==> src/rtl/burst_decode.sv <==
// Window decoder for a burst-coded stochastic bitstream: per window of
// 2^WLOG2 enabled samples, reports ones, mode toggles and longest run.
module burst_decode #(
  parameter int WLOG2 = 3,
  parameter int RUNW  = 8
) (
  input  logic             CLK,
  input  logic             INIT_N,
  input  logic             EN,
  input  logic             IN,
  input  logic             READY,
  output logic             VALID,
  output logic [WLOG2:0]   ONES,
  output logic [WLOG2:0]   TOGGLES,
  output logic [RUNW-1:0]  MAXRUN,
  output logic             OVF
);

  localparam int OW = WLOG2 + 1;

  logic [WLOG2-1:0] cnt_q;
  logic [OW-1:0]    ones_q, ones_d;
  logic [OW-1:0]    tog_q, tog_d;
  logic [RUNW-1:0]  run_q, run_d;
  logic [RUNW-1:0]  max_q, max_d;
  logic             prev_q;
  logic             first, last, toggle;

  always_comb begin
    first  = (cnt_q == '0);
    last   = (cnt_q == '1);
    toggle = IN ^ prev_q;
    ones_d = ones_q + OW'(IN);
    tog_d  = tog_q + OW'(toggle);
    // Runs restart at each window start and on every toggle
    if (first || toggle) begin
      run_d = RUNW'(1);
    end else if (run_q == '1) begin
      run_d = run_q;
    end else begin
      run_d = run_q + RUNW'(1);
    end
    max_d = (run_d > max_q) ? run_d : max_q;
  end

  always_ff @(posedge CLK) begin
    if (!INIT_N) begin
      cnt_q   <= '0;
      ones_q  <= '0;
      tog_q   <= '0;
      run_q   <= '0;
      max_q   <= '0;
      prev_q  <= 1'b0;
      VALID   <= 1'b0;
      OVF     <= 1'b0;
      ONES    <= '0;
      TOGGLES <= '0;
      MAXRUN  <= '0;
    end else begin
      // A transfer drops VALID unless a window close reloads it below
      if (VALID && READY) begin
        VALID <= 1'b0;
      end
      if (EN) begin
        prev_q <= IN;
        cnt_q  <= cnt_q + WLOG2'(1);
        if (last) begin
          ONES    <= ones_d;
          TOGGLES <= tog_d;
          MAXRUN  <= max_d;
          VALID   <= 1'b1;
          if (VALID && !READY) begin
            OVF <= 1'b1;
          end
          ones_q <= '0;
          tog_q  <= '0;
          run_q  <= '0;
          max_q  <= '0;
        end else begin
          ones_q <= ones_d;
          tog_q  <= tog_d;
          run_q  <= run_d;
          max_q  <= max_d;
        end
      end
    end
  end

endmodule

==> config.mk <==
export PLATFORM = sky130hd
export DESIGN_NAME = burst_decode
export DESIGN_NICKNAME = d
export VERILOG_FILES = /design/src/rtl/burst_decode.sv
export SDC_FILE = /design/constraint.sdc
export NUM_CORES = 1
export LEC_CHECK = 0
export CAP_MARGIN = 20
export CORE_MARGIN = 2
export CORE_UTILIZATION = 59
export CTS_CLUSTER_DIAMETER = 150
export DETAILED_ROUTE_END_ITERATION = 6
export PLACE_DENSITY = 0.91
export SLEW_MARGIN = 30
export SYNTH_ARGS = -nofsm -noshare
export SYNTH_HDL_FRONTEND = slang
export SYNTH_SLANG_ARGS = --single-unit
==> constraint.sdc <==
create_clock -name CLK -period 7.75 [get_ports CLK]
set_input_delay 2.325 -clock CLK [delete_from_list [all_inputs] [get_ports CLK]]
set_output_delay 2.325 -clock CLK [all_outputs]
set_load 0.01 [all_outputs]
==> results of run 1 <==
## sequential cells by signal, indices dropped and copies added (netlist names)
name	flops
tog_q	4
prev_q	1
ones_q	4
MAXRUN	8
run_q	8
OVF	1
VALID	1
TOGGLES	4
cnt_q	3
ONES	4
max_q	8
## final cells by class
cell class                 count  share of cell area
inverter                      17              0.0220
multi-input combinational    217               0.519
clock inverter                 2              0.0129
clock buffer                   6              0.0250
sequential                    46               0.318
timing repair buffer          24              0.0811
tap                           52              0.0224
## metrics by stage
step	instances	total power, W
2_1_floorplan	298	0.000295
3_3_place_gp	356	0.000295
3_5_place_dp	356	0.000297
4_1_cts	364	0.000473
5_1_grt	364	0.000486
6_report	364	0.000472
## routing by layer
layer	part of all wire	global-route usage	vias to the layer above	wire length [um]
met4	0.020	0.0962	0	113
met1	0.43	0.296	1009	2390
met2	0.50	0.408	70	2810
met3	0.054	0.0462	8	302
met5	0	0	-	0
li1	-	-	1061	-
## report_power, final
part           switching, W   total, W  internal (W)  leakage (nW)
clock network     0.0000827   0.000179     0.0000962        0.0514
logic             0.0000290  0.0000488     0.0000198         0.636
registers        0.00000389   0.000244      0.000240         0.372
## path summary, 6_finish.rpt
path	cells after the start	from	slack, ns	endpoint
worst min-delay path	2	ONES[1]$_SDFFE_PN0P_	0.47	ONES[1]$_SDFFE_PN0P_
worst min register to register	2	ONES[1]$_SDFFE_PN0P_	0.47	ONES[1]$_SDFFE_PN0P_
worst max-delay path	11	IN	2.17	max_q[2]$_SDFFE_PN0P_
worst max register to register	12	run_q[0]$_SDFFE_PN0P_	4.03	max_q[2]$_SDFFE_PN0P_
## synthesized netlist by cell type, types with 9 or more instances
master,number,area share
a21boi_0,13,0.038
and2_1,12,0.029
dfxtp_1,46,0.36
nor2_1,18,0.026
clkbuf_1,13,0.019
ha_1,13,0.063
nand2b_1,11,0.027
mux2i_1,13,0.050
nor2b_1,12,0.029
o21a_1,9,0.026
nand2_1,25,0.036
nor3_1,9,0.017
o21ai_0,14,0.027
inv_1,17,0.025
## worst min-delay path, delay by kind of cell (launching register included)
| family | cells | cell delay [ns] |
|---|---|---|
| DFF | 1 | 0.32 |
| AOI/OAI and AO/OA | 1 | 0.06 |
| and+or+nand+nor | 1 | 0.05 |
## cell families (layout without fill, tap and decap cells)
| logic type | count (synthesis) | after routing |
|---|---|---|
| buf+inv | 35 | 49 |
| flops | 46 | 46 |
| compound gates | 68 | 68 |
| mux | 13 | 13 |
| simple gates | 112 | 112 |
| xor+xnor | 11 | 11 |
| fa+ha+maj | 13 | 13 |
==> impl_metrics.csv, run 1 <==
group,metric,value,unit
run_status,status,"finished, final reports clean",
synth,syn-instance-count,298,
global_routing,overflow,0,
die,die_area,4920,um2
worst_setup_path,slowest_stage,"o21ai_4",
worst_setup_path,criticalPathCategory,"primary input to register",
synth,synth_nets,316,
sta,setup_viol,0,
place,place.gp.congestion,0.969,
worst_setup_path,path_cells,"clkdlybuf4s50_1 -> xor2_1 -> a21o_1 -> a211oi_1 -> ha_1 -> a21o_1 -> a221o_1 -> a41o_1 -> o21ai_4 -> mux2i_1 -> o21a_1",
global_routing,grt_max_degree,49,
cells_and_area,syn_to_final_growth,12.3,%
synth,yosysUniqueCellTypes,49,
synth,synth_area,2580,um2
route,wl_per_cell,15.4,um
clocking,clkTransAtPathRegs,0.08,ns
route,drc_errors,0,
worst_setup_path,crit_buf_inv,1,
cells_and_area,nNetsFinal,329,
worst_setup_path,required,7.95,ns
sta,hold_viol,0,
sta,finClkSkew,0.00885,ns
sta,max_freq,0.179,GHz
route,firstDrtPassIters,6,
die,die_height,70.2,um
place,placed_cell_area,2780,um2
place,place_ws,1.70,ns
clocking,cts_tree,"done",
die,die_w,70.2,um
synth,synthXorXnorAreaFrac,0.0373,
global_routing,grt_pass1_vias,2118,
cells_and_area,final_common_cell,"dfxtp_1",
place,hpwl,3780,um
power_and_ir_drop,irDropWorstVdd,0.117,mV
sta,tightest_slew,0.681,ns
synth,synthSimpleGateAreaFrac,0.238,
synth,synth_edf_count,0,
synth,ys_async_sr_fraction,0,
worst_setup_path,crit_path_max_incr_delay,0.56,ns
power_and_ir_drop,leakagePower,1.06,nW
worst_setup_path,crit_path_start_kind,"primary input",
die,start_util,0.602,
power_and_ir_drop,pwr_density_cell,163,nW/um2
global_routing,antenna_found_initial,0,
synth,synth_top_family_by_area,"simple AND/OR/NAND/NOR gates",
cells_and_area,n_fill_cell,331,
sta,min_period,5.58,ns
cells_and_area,multi_input_area,1510,um2
cells_and_area,layout_common_cells,"dfxtp_1, nand2_1, clkdlybuf4s50_1, nor2_1, inv_1",
cells_and_area,final_util,0.675,
synth,ys_warn_count,0,
worst_setup_path,cp_max_fo,19,
route,drt_wl_total,5620,um
die,num_io_pins,23,
clocking,cts_made_buffers,5,
synth,synth_mux_area_frac,0.0504,
worst_setup_path,cpMostUsedCell,"a21o_1",
clocking,clock_path_buffers,2,
clocking,clk_latency,0.31,ns
worst_setup_path,setup.worst_path.end_class,"register",
route,ant_nets,0,
min_path,hp-class,"register to register",
clocking,clock-sinks,46,
synth,yosysSeqAreaShare,0.356,
synth,syn_area_per_cell,8.67,um2
worst_setup_path,arrival,5.78,ns
clocking,hold_buffers,0,
run,drv_cap,0,
sta,drv_slew,0,
sta,slew_headroom,0.546,
clocking,post-cts-setup-buffers,0,
sta,min_period_over_period,0.720,
cells_and_area,drive_gt1_frac,0.0641,
clocking,h-tree-depth,2,
clocking,cts_root_buf,"clkbuf_8",
synth,ys_ff_latch,46,
global_routing,grt_pass1_wl,9500,um
die,rows,24,
global_routing,grtUsageTotal,0.239,
sta,timing.hold.ws,0.470,ns
route,vias,2148,
cells_and_area,diodes,0,
die,core_area,4290,um2
clocking,ctsResizeCount,0,
route,viasPerCell,5.90,
route,drtIter0Drc,222,
sta,setup_ws,2.17,ns
cells_and_area,seqCellArea,921,um2
cells_and_area,postLayoutCellArea,2900,um2
synth,synth_fa_ha_area_frac,0.0630,
synth,ys.flop_type,"dfxtp_1",
synth,synth_compound_area_frac,0.190,
sta,rsz0062_at_grt,"no",
sta,setup_tns,0,ns
place,port_buffers,22,
worst_setup_path,critPathTopFamily,"compound AO/OA/AOI/OAI gates",
(Power assumes the default switching activity.)
==> run 2: changes to the inputs <==
--- a/config.mk
+++ b/config.mk
@@ -7,10 +7,10 @@
 export LEC_CHECK = 0
 export CAP_MARGIN = 20
 export CORE_MARGIN = 2
-export CORE_UTILIZATION = 59
+export CORE_UTILIZATION = 52
 export CTS_CLUSTER_DIAMETER = 150
 export DETAILED_ROUTE_END_ITERATION = 6
-export PLACE_DENSITY = 0.91
+export PLACE_DENSITY = 0.86
 export SLEW_MARGIN = 30
 export SYNTH_ARGS = -nofsm -noshare
 export SYNTH_HDL_FRONTEND = slang
==> constraint.sdc (replaced) <==
create_clock -name CLK -period 5.1 [get_ports CLK]
set_input_delay 1.53 -clock CLK [delete_from_list [all_inputs] [get_ports CLK]]
set_output_delay 1.53 -clock CLK [all_outputs]
set_load 0.01 [all_outputs]
==> impl_metrics.csv, run 2 (synthesis results as in run 1) <==
group,metric,value,unit
clocking,post-cts-setup-buffers,0,
sta,drv_slew,0,
clocking,clock_path_buffers,2,
global_routing,grt_max_degree,49,
worst_setup_path,setup.worst_path.end_class,"register",
place,place.gp.congestion,0.857,
clocking,clock-sinks,46,
worst_setup_path,crit_path_start_kind,"primary input",
sta,setup_ws,0.564,ns
worst_setup_path,required,5.31,ns
die,start_util,0.543,
min_path,hp-start,"TOGGLES[1]$_SDFFE_PN0P_",
route,firstDrtPassIters,4,
clocking,ctsResizeCount,0,
clocking,cts_made_buffers,5,
place,place_inst,372,
global_routing,grt_pass1_wl,9000,um
die,core_area,4750,um2
clocking,clk_latency,0.30,ns
die,num_io_pins,23,
route,drc_errors,0,
clocking,hold_buffers,0,
cells_and_area,top_regs,"MAXRUN x8, max_q x8, run_q x8",
sta,timing.hold.ws,0.475,ns
route,ant_nets,0,
power_and_ir_drop,pwr_density_cell,248,nW/um2
die,rows,25,
worst_setup_path,arrival,4.74,ns
route,wl_per_cell,14.5,um
global_routing,antenna_found_initial,0,
power_and_ir_drop,leakagePower,1.07,nW
cells_and_area,layout_common_cells,"dfxtp_1, nand2_1, clkdlybuf4s50_1, nor2_1, inv_1",
route,drt_wl_total,5510,um
sta,tightest_slew,0.667,ns
cells_and_area,drive_gt1_frac,0.0673,
worst_setup_path,cpMostUsedCell,"a21o_1",
global_routing,grtUsageTotal,0.209,
place,hpwl,3840,um
sta,rsz0062_at_grt,"no",
worst_setup_path,slowest_stage,"clkdlybuf4s50_1",
route,drtIter0Drc,154,
run,drv_cap,0,
die,die_w,74.5,um
worst_setup_path,path_cells,"clkdlybuf4s50_1 -> xor2_1 -> a21o_1 -> a211oi_1 -> ha_1 -> a21o_1 -> a221o_1 -> a41o_1 -> o21ai_2 -> buf_4 -> nor3_1 -> a311oi_1",
power_and_ir_drop,irDropWorstVdd,0.180,mV
min_path,hp-class,"register to register",
global_routing,overflow,0,
sta,hold_viol,0,
worst_setup_path,worstSetupStartpoint,"IN",
sta,slew_headroom,0.555,
cells_and_area,final_common_cell,"dfxtp_1",
worst_setup_path,reg2reg_from,"run_q[0]$_SDFFE_PN0P_",
die,die_height,74.5,um
sta,min_period_over_period,0.889,
global_routing,grt_pass1_vias,1948,
sta,setup_viol,0,
sta,min_period,4.54,ns
clocking,cts_root_buf,"clkbuf_8",
place,place_ws,0.297,ns
run_status,status,"finished, final reports clean",
route,vias,2130,
clocking,h-tree-depth,2,
sta,max_freq,0.220,GHz
cells_and_area,syn_to_final_growth,13.1,%
clocking,cts_tree,"done",
sta,finClkSkew,0.0144,ns
route,viasPerCell,5.62,
clocking,clkTransAtPathRegs,0.09,ns
worst_setup_path,criticalPathCategory,"primary input to register",
cells_and_area,nNetsFinal,330,
die,die_area,5550,um2
cells_and_area,n_fill_cell,429,
place,port_buffers,22,
cells_and_area,final_cells,379,
cells_and_area,diodes,0,
sta,setup_tns,0,ns
worst_setup_path,crit_path_max_incr_delay,0.45,ns
worst_setup_path,cp_max_fo,19,
-- run 2: changes by cell type in the layout (fill, tap and decap cells not counted), sizes merged --
cell	before	now
clkinvlp	1	0
buf	2	3
-- run 2: final cells by class --
type / instances / area [um2] / share of cell area
Clock buffer: 6 / 82.6 / 0.0283
Clock inverter: 1 / 30.0 / 0.0103
Inverter: 17 / 63.8 / 0.0218
Multi-Input combinational cell: 217 / 1500 / 0.513
Sequential cell: 46 / 921 / 0.315
Tap cell: 67 / 83.8 / 0.0287
Timing Repair Buffer: 25 / 243 / 0.0831
-- run 2: report_power, final --
part           switching (W)  internal, W
clock network       0.000121     0.000157
registers         0.00000575     0.000365
logic              0.0000433    0.0000308
-- run 2: per-layer routing --
metal	part of all wire	vias up	GRT usage
li1	-	1064	-
met1	0.44	1026	0.267
met2	0.52	34	0.360
met3	0.033	6	0.0407
met4	0.0096	0	0.0595
met5	0	-	0
-- run 2: per-stage QoR --
step / utilization / power (W) / area (um2)
after floorplan: - / 0.000448 / 2580
after global placement: 0.591 / 0.000450 / 2810
after detailed placement: 0.591 / 0.000453 / 2810
after CTS: 0.614 / 0.000725 / 2920
after global routing: 0.614 / 0.000746 / 2920
final: 0.614 / 0.000723 / 2920
-- run 2: critical path: cells and delay by family --
kind	cells	cell delay [ns]
and+or+nand+nor	1	0.09
AOI/OAI and AO/OA	7	1.88
xor gates and xnor gates	1	0.18
adders and majority gates	1	0.34
buffers and inverters	2	0.73
-- run 2: final timing paths --
kind / slack [ns] / to / cells after the start
max: 0.56 / MAXRUN[2]$_SDFFE_PN0P_ / 12
min: 0.48 / TOGGLES[1]$_SDFFE_PN0P_ / 2
max reg2reg: 1.60 / MAXRUN[2]$_SDFFE_PN0P_ / 13
min reg2reg: 0.48 / TOGGLES[1]$_SDFFE_PN0P_ / 2
==> run 3: changes to the inputs <==
--- a/config.mk
+++ b/config.mk
@@ -8,8 +8,8 @@
 export CAP_MARGIN = 20
 export CORE_MARGIN = 2
 export CORE_UTILIZATION = 52
-export CTS_CLUSTER_DIAMETER = 150
 export DETAILED_ROUTE_END_ITERATION = 6
+export GPL_TIMING_DRIVEN = 1
 export PLACE_DENSITY = 0.86
 export SLEW_MARGIN = 30
 export SYNTH_ARGS = -nofsm -noshare
==> results of run 3 <==
Final layout, timing and power as in run 2 (identical DEF).
